## config.mk

```make
export PLATFORM = sky130hd
export DESIGN_NAME = pc_monitor
export DESIGN_NICKNAME = d
export VERILOG_FILES = /design/src/rtl/pc_monitor.sv
export SDC_FILE = /design/constraint.sdc
export NUM_CORES = 1
export LEC_CHECK = 0
export ABC_AREA = 1
export CAP_MARGIN = 25
export CORE_AREA = 2 2 89 125
export DETAILED_ROUTE_END_ITERATION = 10
export DIE_AREA = 0 0 91 127
export PLACE_DENSITY = 0.72
export SYNTH_ARGS = -nofsm -noshare
export SYNTH_HDL_FRONTEND = slang
export SYNTH_SLANG_ARGS = --single-unit
```

## constraint.sdc

```tcl
create_clock -name clk -period 3.6 [get_ports clk]
set_input_delay 0.9 -clock clk [delete_from_list [all_inputs] [get_ports clk]]
set_output_delay 0.9 -clock clk [all_outputs]
set_load 0.02 [all_outputs]
```

## src/rtl/pc_monitor.sv

```systemverilog
// pc_monitor: checks the fetch PC stream for range, alignment and sequential flow.
// Faults are registered one cycle after the fetch. They are classified,
// counted with saturation, and the first faulting PC is latched until clr.
module pc_monitor #(
    parameter logic [31:0] BASE       = 32'h0000_3000,
    parameter logic [31:0] LIMIT      = 32'h0000_4fff,
    parameter int          ALIGN_BITS = 2,
    parameter logic [31:0] STEP       = 32'd4,
    parameter int          CNT_W      = 8
) (
    input  logic             clk,
    input  logic             reset,
    input  logic             pc_valid,
    input  logic [31:0]      pc,
    input  logic             redirect,
    input  logic             clr,
    output logic             fault,
    output logic [2:0]       fault_code,
    output logic             trapped,
    output logic [31:0]      first_bad_pc,
    output logic [2:0]       first_code,
    output logic [CNT_W-1:0] fault_cnt
);

    // The low ALIGN_BITS must be zero. A mask of all zeros (ALIGN_BITS=0)
    // disables the check without a zero-width slice.
    localparam logic [31:0] ALIGN_MASK = (32'd1 << ALIGN_BITS) - 32'd1;

    typedef enum logic [1:0] {
        IDLE = 2'd0,
        RUN  = 2'd1,
        TRAP = 2'd2
    } state_t;

    state_t           state_q, state_d;
    logic [31:0]      prev_pc_q, prev_pc_d;
    logic             fault_q, fault_d;
    logic [2:0]       fault_code_q, fault_code_d;
    logic [31:0]      first_bad_pc_q, first_bad_pc_d;
    logic [2:0]       first_code_q, first_code_d;
    logic [CNT_W-1:0] fault_cnt_q, fault_cnt_d;

    logic             range_err;
    logic             align_err;
    logic             flow_err;
    logic [2:0]       code_now;
    logic             any_err;
    logic [31:0]      expected_pc;

    // Classify the current fetch. A pending clr means the fetch is ignored.
    always_comb begin
        expected_pc = prev_pc_q + STEP;
        range_err   = (pc < BASE) || (pc > LIMIT);
        align_err   = |(pc & ALIGN_MASK);
        flow_err    = (state_q != IDLE) && !redirect && (pc != expected_pc);
        code_now    = 3'b000;
        if (pc_valid && !clr) begin
            code_now = {flow_err, align_err, range_err};
        end
        any_err = |code_now;
    end

    // Next-state and datapath updates. clr has priority over a same-cycle fault.
    always_comb begin
        state_d        = state_q;
        prev_pc_d      = prev_pc_q;
        fault_d        = 1'b0;
        fault_code_d   = 3'b000;
        first_bad_pc_d = first_bad_pc_q;
        first_code_d   = first_code_q;
        fault_cnt_d    = fault_cnt_q;

        if (clr) begin
            state_d        = IDLE;
            prev_pc_d      = 32'd0;
            first_bad_pc_d = 32'd0;
            first_code_d   = 3'b000;
            fault_cnt_d    = '0;
        end else if (pc_valid) begin
            // The latest fetch is always the flow reference, good or bad.
            prev_pc_d    = pc;
            fault_d      = any_err;
            fault_code_d = code_now;
            if (any_err) begin
                if (state_q != TRAP) begin
                    first_bad_pc_d = pc;
                    first_code_d   = code_now;
                end
                state_d = TRAP;
                if (fault_cnt_q != {CNT_W{1'b1}}) begin
                    fault_cnt_d = fault_cnt_q + 1'b1;
                end
            end else if (state_q == IDLE) begin
                state_d = RUN;
            end
        end
    end

    // State and output registers, cleared asynchronously by reset.
    always_ff @(posedge clk or posedge reset) begin
        if (reset) begin
            state_q        <= IDLE;
            prev_pc_q      <= 32'd0;
            fault_q        <= 1'b0;
            fault_code_q   <= 3'b000;
            first_bad_pc_q <= 32'd0;
            first_code_q   <= 3'b000;
            fault_cnt_q    <= '0;
        end else begin
            state_q        <= state_d;
            prev_pc_q      <= prev_pc_d;
            fault_q        <= fault_d;
            fault_code_q   <= fault_code_d;
            first_bad_pc_q <= first_bad_pc_d;
            first_code_q   <= first_code_d;
            fault_cnt_q    <= fault_cnt_d;
        end
    end

    assign fault        = fault_q;
    assign fault_code   = fault_code_q;
    assign trapped      = (state_q == TRAP);
    assign first_bad_pc = first_bad_pc_q;
    assign first_code   = first_code_q;
    assign fault_cnt    = fault_cnt_q;

endmodule

```

# After elaboration in Yosys (flattened, before gate mapping)
# Cells that the tools add are included.
# Widths: inputs -> output; s select.
# word_totals
register_bits	81
input_bits	37
output_inout_bits	48
# classes
add_sub_neg	2
n_lt_le_gt_ge	2
n_eq_ne	4
mux	23
n_reduce_logical	18
# ops
cell	n
$mux 32	6
$add 32x3->32 const B	1
$gt 32x15->1 const B	1
$lt 32x14->1 const B	1
$mux 8	4
$ne 32x32->1	1
$mux 3	7
$reduce_bool 2->1	5
$add 8x1->8 const B	1
$mux 2	4
$ne 8x8->1 const B	1
$reduce_and 3->1	2
$logic_and 1x1->1	3
$reduce_bool 3->1	1
$reduce_or 3->1	1
$eq 2x2->1 const B	1
$logic_not 1->1	2
$logic_not 2->1	1
$mux 1	2
$ne 2x2->1 const B	1
$reduce_and 2->1	1
$reduce_or 2->1	1
$logic_or 1x1->1	1

# Longest topological paths before layout
# logic_depth
ltp_word	8
mapped_depth	21
ltp_nobuf	20

# Worst setup path before layout
# Ideal clock, no wire load.
# synth_path
path_type	input to register
startpoint	input port pc[1]
endpoint	register first_bad_pc_q[13], in the netlist first_bad_pc[13]
t_arrival_ps	2249
required_ps	3483
setup_slack_ps	1234
path_stages	19
path_buffers	2
path_cell_list	inv_1 > nand2_1 > nand2_1 > nor2_1 > nand2_1 > nor2_1 > nand2_1 > nor2_1 > nand2_1 > nor2_1 > nand2_1 > nor2_1 > nand2_1 > nand2_2 > nand2_1 > buf_2 > buf_6 > nand3_1 > nand2_1
# synth_between
elab_chain_len	6
elab_cells_between_ends	10
classes_between	order compare (2); eq/ne (1); mux (1); reduce/logical (6)
# synth_rtl
element	line_no	rtl
from (decl)	14	input logic [31:0] pc,
$lt 32x14->1, or another cell as far along	53	range_err = (pc < BASE) || (pc > LIMIT);
$logic_or 1x1->1 or $logic_and 1x1->1 (tied branches)	53, 55	
$mux 3 (*)	57	if (pc_valid && !clr) begin
$reduce_or 3->1 (*)	60	any_err = |code_now;
$reduce_bool 2->1 (no line) (*)	-	
$reduce_and 3->1 (no line) (*)	-	
to (signal assigned)	114	first_bad_pc_q <= first_bad_pc_d;
to (decl)	39	logic [31:0] first_bad_pc_q, first_bad_pc_d;
# Mark *: on every way between the ends. The rest lies on a longest branch, timed or not.
# A chain may end at the register's enable or synchronous reset.

# Worst setup path after layout
# layout_path
startpoint	register prev_pc_q[2]
endpoint	register first_bad_pc_q[13], in the netlist first_bad_pc[13]
# layout_between
elab_chain_len	7
# layout_rtl
element	line_no	rtl
from (decl)	36	logic [31:0] prev_pc_q, prev_pc_d;
from (signal assigned)	111	prev_pc_q <= prev_pc_d;
$add 32x3->32	52	expected_pc = prev_pc_q + STEP;
$ne 32x32->1	55	flow_err = (state_q != IDLE) && !redirect && (pc != expected_pc);
$logic_and 1x1->1	55	
$mux 3	57	
$reduce_or 3->1	60	
$reduce_bool 2->1 (no line)	-	
$reduce_and 3->1 (no line)	-	
# Every way passes these cells.

==> metrics.md <==
| Metric | Value |
|---|---|
| Core area | `0.0103 mm²` |
| WP data arrival | `between 3 and 4 ns` |
| Compound-gate portion of the synthesized area | `4.09%` |
| P&R area growth vs syn | `26.8%` |
| Netlist Area Pre-Place | `0.00486 mm²` |
| Yosys warns | `0` |
| I/O Buffers | `84` |
| Initial antenna violation count | `0` |
| Min Hold Slack | `~0.47 ns` |
| Via count | `approximately 4.7k` |
| Post-DP Area | `0.00585 mm²` |
| Root buf cell | `clkbuf_16` |
| DRC Markers | `0` |
| Worst-Margin Slew | `0.717 ns` |
| GPL Wtd Cong | `around 0.91` |
| # IOs | `85` |
| # hold bufs at CTS | `0` |
| RSZ-0062 raised after global routing | `no` |
| Fin crit share | `82.6%` |
| Cell leakage power | `3.02 nW` |
| Die area | `0.0116 mm²` |
| Largest net degree at the start of global routing | `45` |
| Post-synthesis sequential area ratio | `roughly two fifths` |
| Die Width | `91 µm` |
| Mux cell area share after synthesis | `2.32%` |
| Post-layout nets | `820` |
| Vias in the first global route | `4682` |
| H-tree levels | `3` |
| Critical path type | `reg2reg` |
| Share of cells above drive strength 1 | `approximately 6.6%` |
| Vert. Die Dim | `roughly 130 µm` |
| Fin cells | `924` |
| Routed Antenna Nets | `0` |
| Initial Util | `46.9%` |
| Final Hold Viols | `0` |
| Post-place setup slack | `0.327 ns` |
| Yosys reg bits | `81` |
| Row cnt | `44` |
| GRT overflow | `0` |
| Postcts setup bufs | `0` |
| Synth unique cells | `30` |
| N_diodes | `0` |
| Max cap viols | `0` |
| Synthesized instance count | `just under 700` |
| Final instance area | `~0.0062 mm²` |
| Synth Area in Simple Gates | `about two fifths` |
| Placed cells | `908` |
| Max Freq | `336 MHz` |
| Post-detail-place hpwl | `10100 µm` |
| Syn Nets | `734` |
| Area share of xor/xnor cells in the synthesized design | `4.33%` |
| DR WL/cell | `14.7 µm` |
| Reg clk slew, reported paths | `0.06 ns` |
| Final setup skew | `0.00746 ns` |
| Clock Latency Late Sink | `between 0.3 and 0.4 ns` |
| Slew margin rel. | `about 52%` |
| Data required time of the worst path | `3.88 ns` |
| Fin crit period | `approximately 3.0 ns` |
| Initial drt markers | `261` |
| Cts bufs inserted | `9` |
| Status | `finished, final reports clean` |
| CTS resizes | `0` |
| Crit path capture type | `flip-flop` |
| CTS tree | `built` |
| Largest family of logic cells by synthesized area | `simple AND/OR/NAND/NOR gates` |
| Avg Cell Area, Syn | `6.99 µm²` |
| CTS Buffer Depth | `2` |
| Pwr Density | `418 mW/mm²` |
| Critical Path Start Type | `flip-flop` |
| First-pass GRT wire length | `22700 µm` |
| Max Slew Vio Count | `0` |
| Gr usage total | `roughly 25%` |
| Setup TNS | `0 ns` |
| Final setup violation count | `0` |
| Worst-path maximum fanout | `35` |
| Area share of fa/ha/maj cells after synthesis | `0.515%` |
| Setup ws final | `approximately 0.62 ns` |
| Peak VDD IR | `0.225 mV` |
| Type of the worst min-delay path | `reg2reg` |
| TritonRoute pass-1 iters | `5` |
| Routed WL | `approximately 14000 µm` |
| Via-per-instance ratio | `5.11` |
| Clk sink count | `81` |
flip-flops by register name (all words and copies together), names as in the netlist:
| name | count |
|---|---|
| prev_pc_q | 32 |
| first_bad_pc | 32 |
| fault_code | 3 |
| fault_cnt | 8 |
| state_q | 2 |
| fault | 1 |
| first_code | 3 |
cells in the mapped netlist (all sizes together):
| cell | instances | area [µm²] |
|---|---|---|
| nor3 | 4 | 20.0 |
| nor2 | 83 | 352 |
| a21oi | 5 | 25.0 |
| ha | 2 | 25.0 |
| and3 | 1 | 6.26 |
| nor4 | 1 | 6.26 |
| nand3b | 3 | 22.5 |
| xor2 | 13 | 114 |
| buf | 8 | 70.1 |
| nand2 | 264 | 1010 |
| nand4 | 8 | 50.1 |
| nand3 | 78 | 408 |
| inv | 80 | 300 |
| mux2 | 10 | 113 |
| dfrtp | 81 | 2030 |
| o21ai | 25 | 125 |
| xnor2 | 11 | 96.3 |
| clkbuf | 10 | 37.5 |
| and2 | 1 | 6.26 |
| o22ai | 3 | 18.8 |
| o21bai | 4 | 30.0 |
through the flow:
stage	power (mW)	util [%]
floorplan	1.38	-
global placement	1.62	56.5
detailed placement	1.63	56.5
CTS	2.60	59.5
global route	2.70	59.5
finish	2.58	59.5
layout by cell type, fill, tap and decap left out, drive strengths merged, types with 8 or more instances in the layout:
cell type | netlist | routed
buf | 8 | 9
clkbuf | 10 | 11
clkdlybuf4s50 | 0 | 84
dfrtp | 81 | 81
inv | 80 | 80
mux2 | 10 | 10
nand2 | 264 | 264
nand3 | 78 | 78
nand4 | 8 | 8
nor2 | 83 | 83
o21ai | 25 | 25
xnor2 | 11 | 11
xor2 | 13 | 13
kinds of logic after synthesis:
logic type	Yosys count
xor+xnor	24
buf+inv	98
fa+ha+maj	2
simple gates	443
flops	81
mux	10
compound gates	37
worst paths after layout:
check	start	to	slack (ns)	cells past startpoint
hold reg to reg	first_bad_pc[18]	first_bad_pc[18]	0.47	2
setup / recovery	prev_pc_q[2]	first_bad_pc[13]	0.62	19
setup reg to reg	prev_pc_q[2]	first_bad_pc[13]	0.62	19
min in group asynchronous	reset	first_bad_pc[24]	0.96	2
hold / removal	first_bad_pc[18]	first_bad_pc[18]	0.47	2
max in group asynchronous	reset	prev_pc_q[9]	1.95	3
layout make-up:
cell class / instances / area, µm²
flip-flops and latches: 81 / 2030
multi-input cells: 516 / 2420
repair buffers: 93 / 921
clock buffers: 11 / 253
inverters: 80 / 302
clock inverters: 5 / 62.6
fillers: 1026 / 4190
well taps: 138 / 173
metal layers:
layer | GRT usage, % | part of all wire, % | up-vias
met3 | 4.19 | 4.0 | 30
li1 | - | - | 2343
met5 | 0 | 0 | -
met1 | 29.2 | 41 | 2225
met4 | 9.63 | 2.7 | 0
met2 | 44.2 | 52 | 125
power by group:
group | leakage [nW] | switching, mW | total [mW] | internal (mW)
Combinational | 1.79 | 0.332 | 0.564 | 0.232
Clock | 0.148 | 0.384 | 0.963 | 0.579
Sequential | 1.08 | 0.0631 | 1.05 | 0.987
worst max-delay path, stage by stage, from the launching register on:
cell and delay, ns:
dfrtp_1 0.42, ha_1 0.22, nand2_1 0.11, nor2_2 0.17
nand2_2 0.14, nor2_2 0.26, nand2_1 0.10, nand2_1 0.08
nand2_1 0.07, nand2_1 0.08, nand2_1 0.05, nor2_1 0.09
nand2_1 0.08, nor2_1 0.14, nand2_1 0.10, nand2_2 0.12
nand3_4 0.12, nand2_4 0.36, nand2_1 0.12, nand2_1 0.08
No activity file was read; power rests on OpenSTA's default activity.
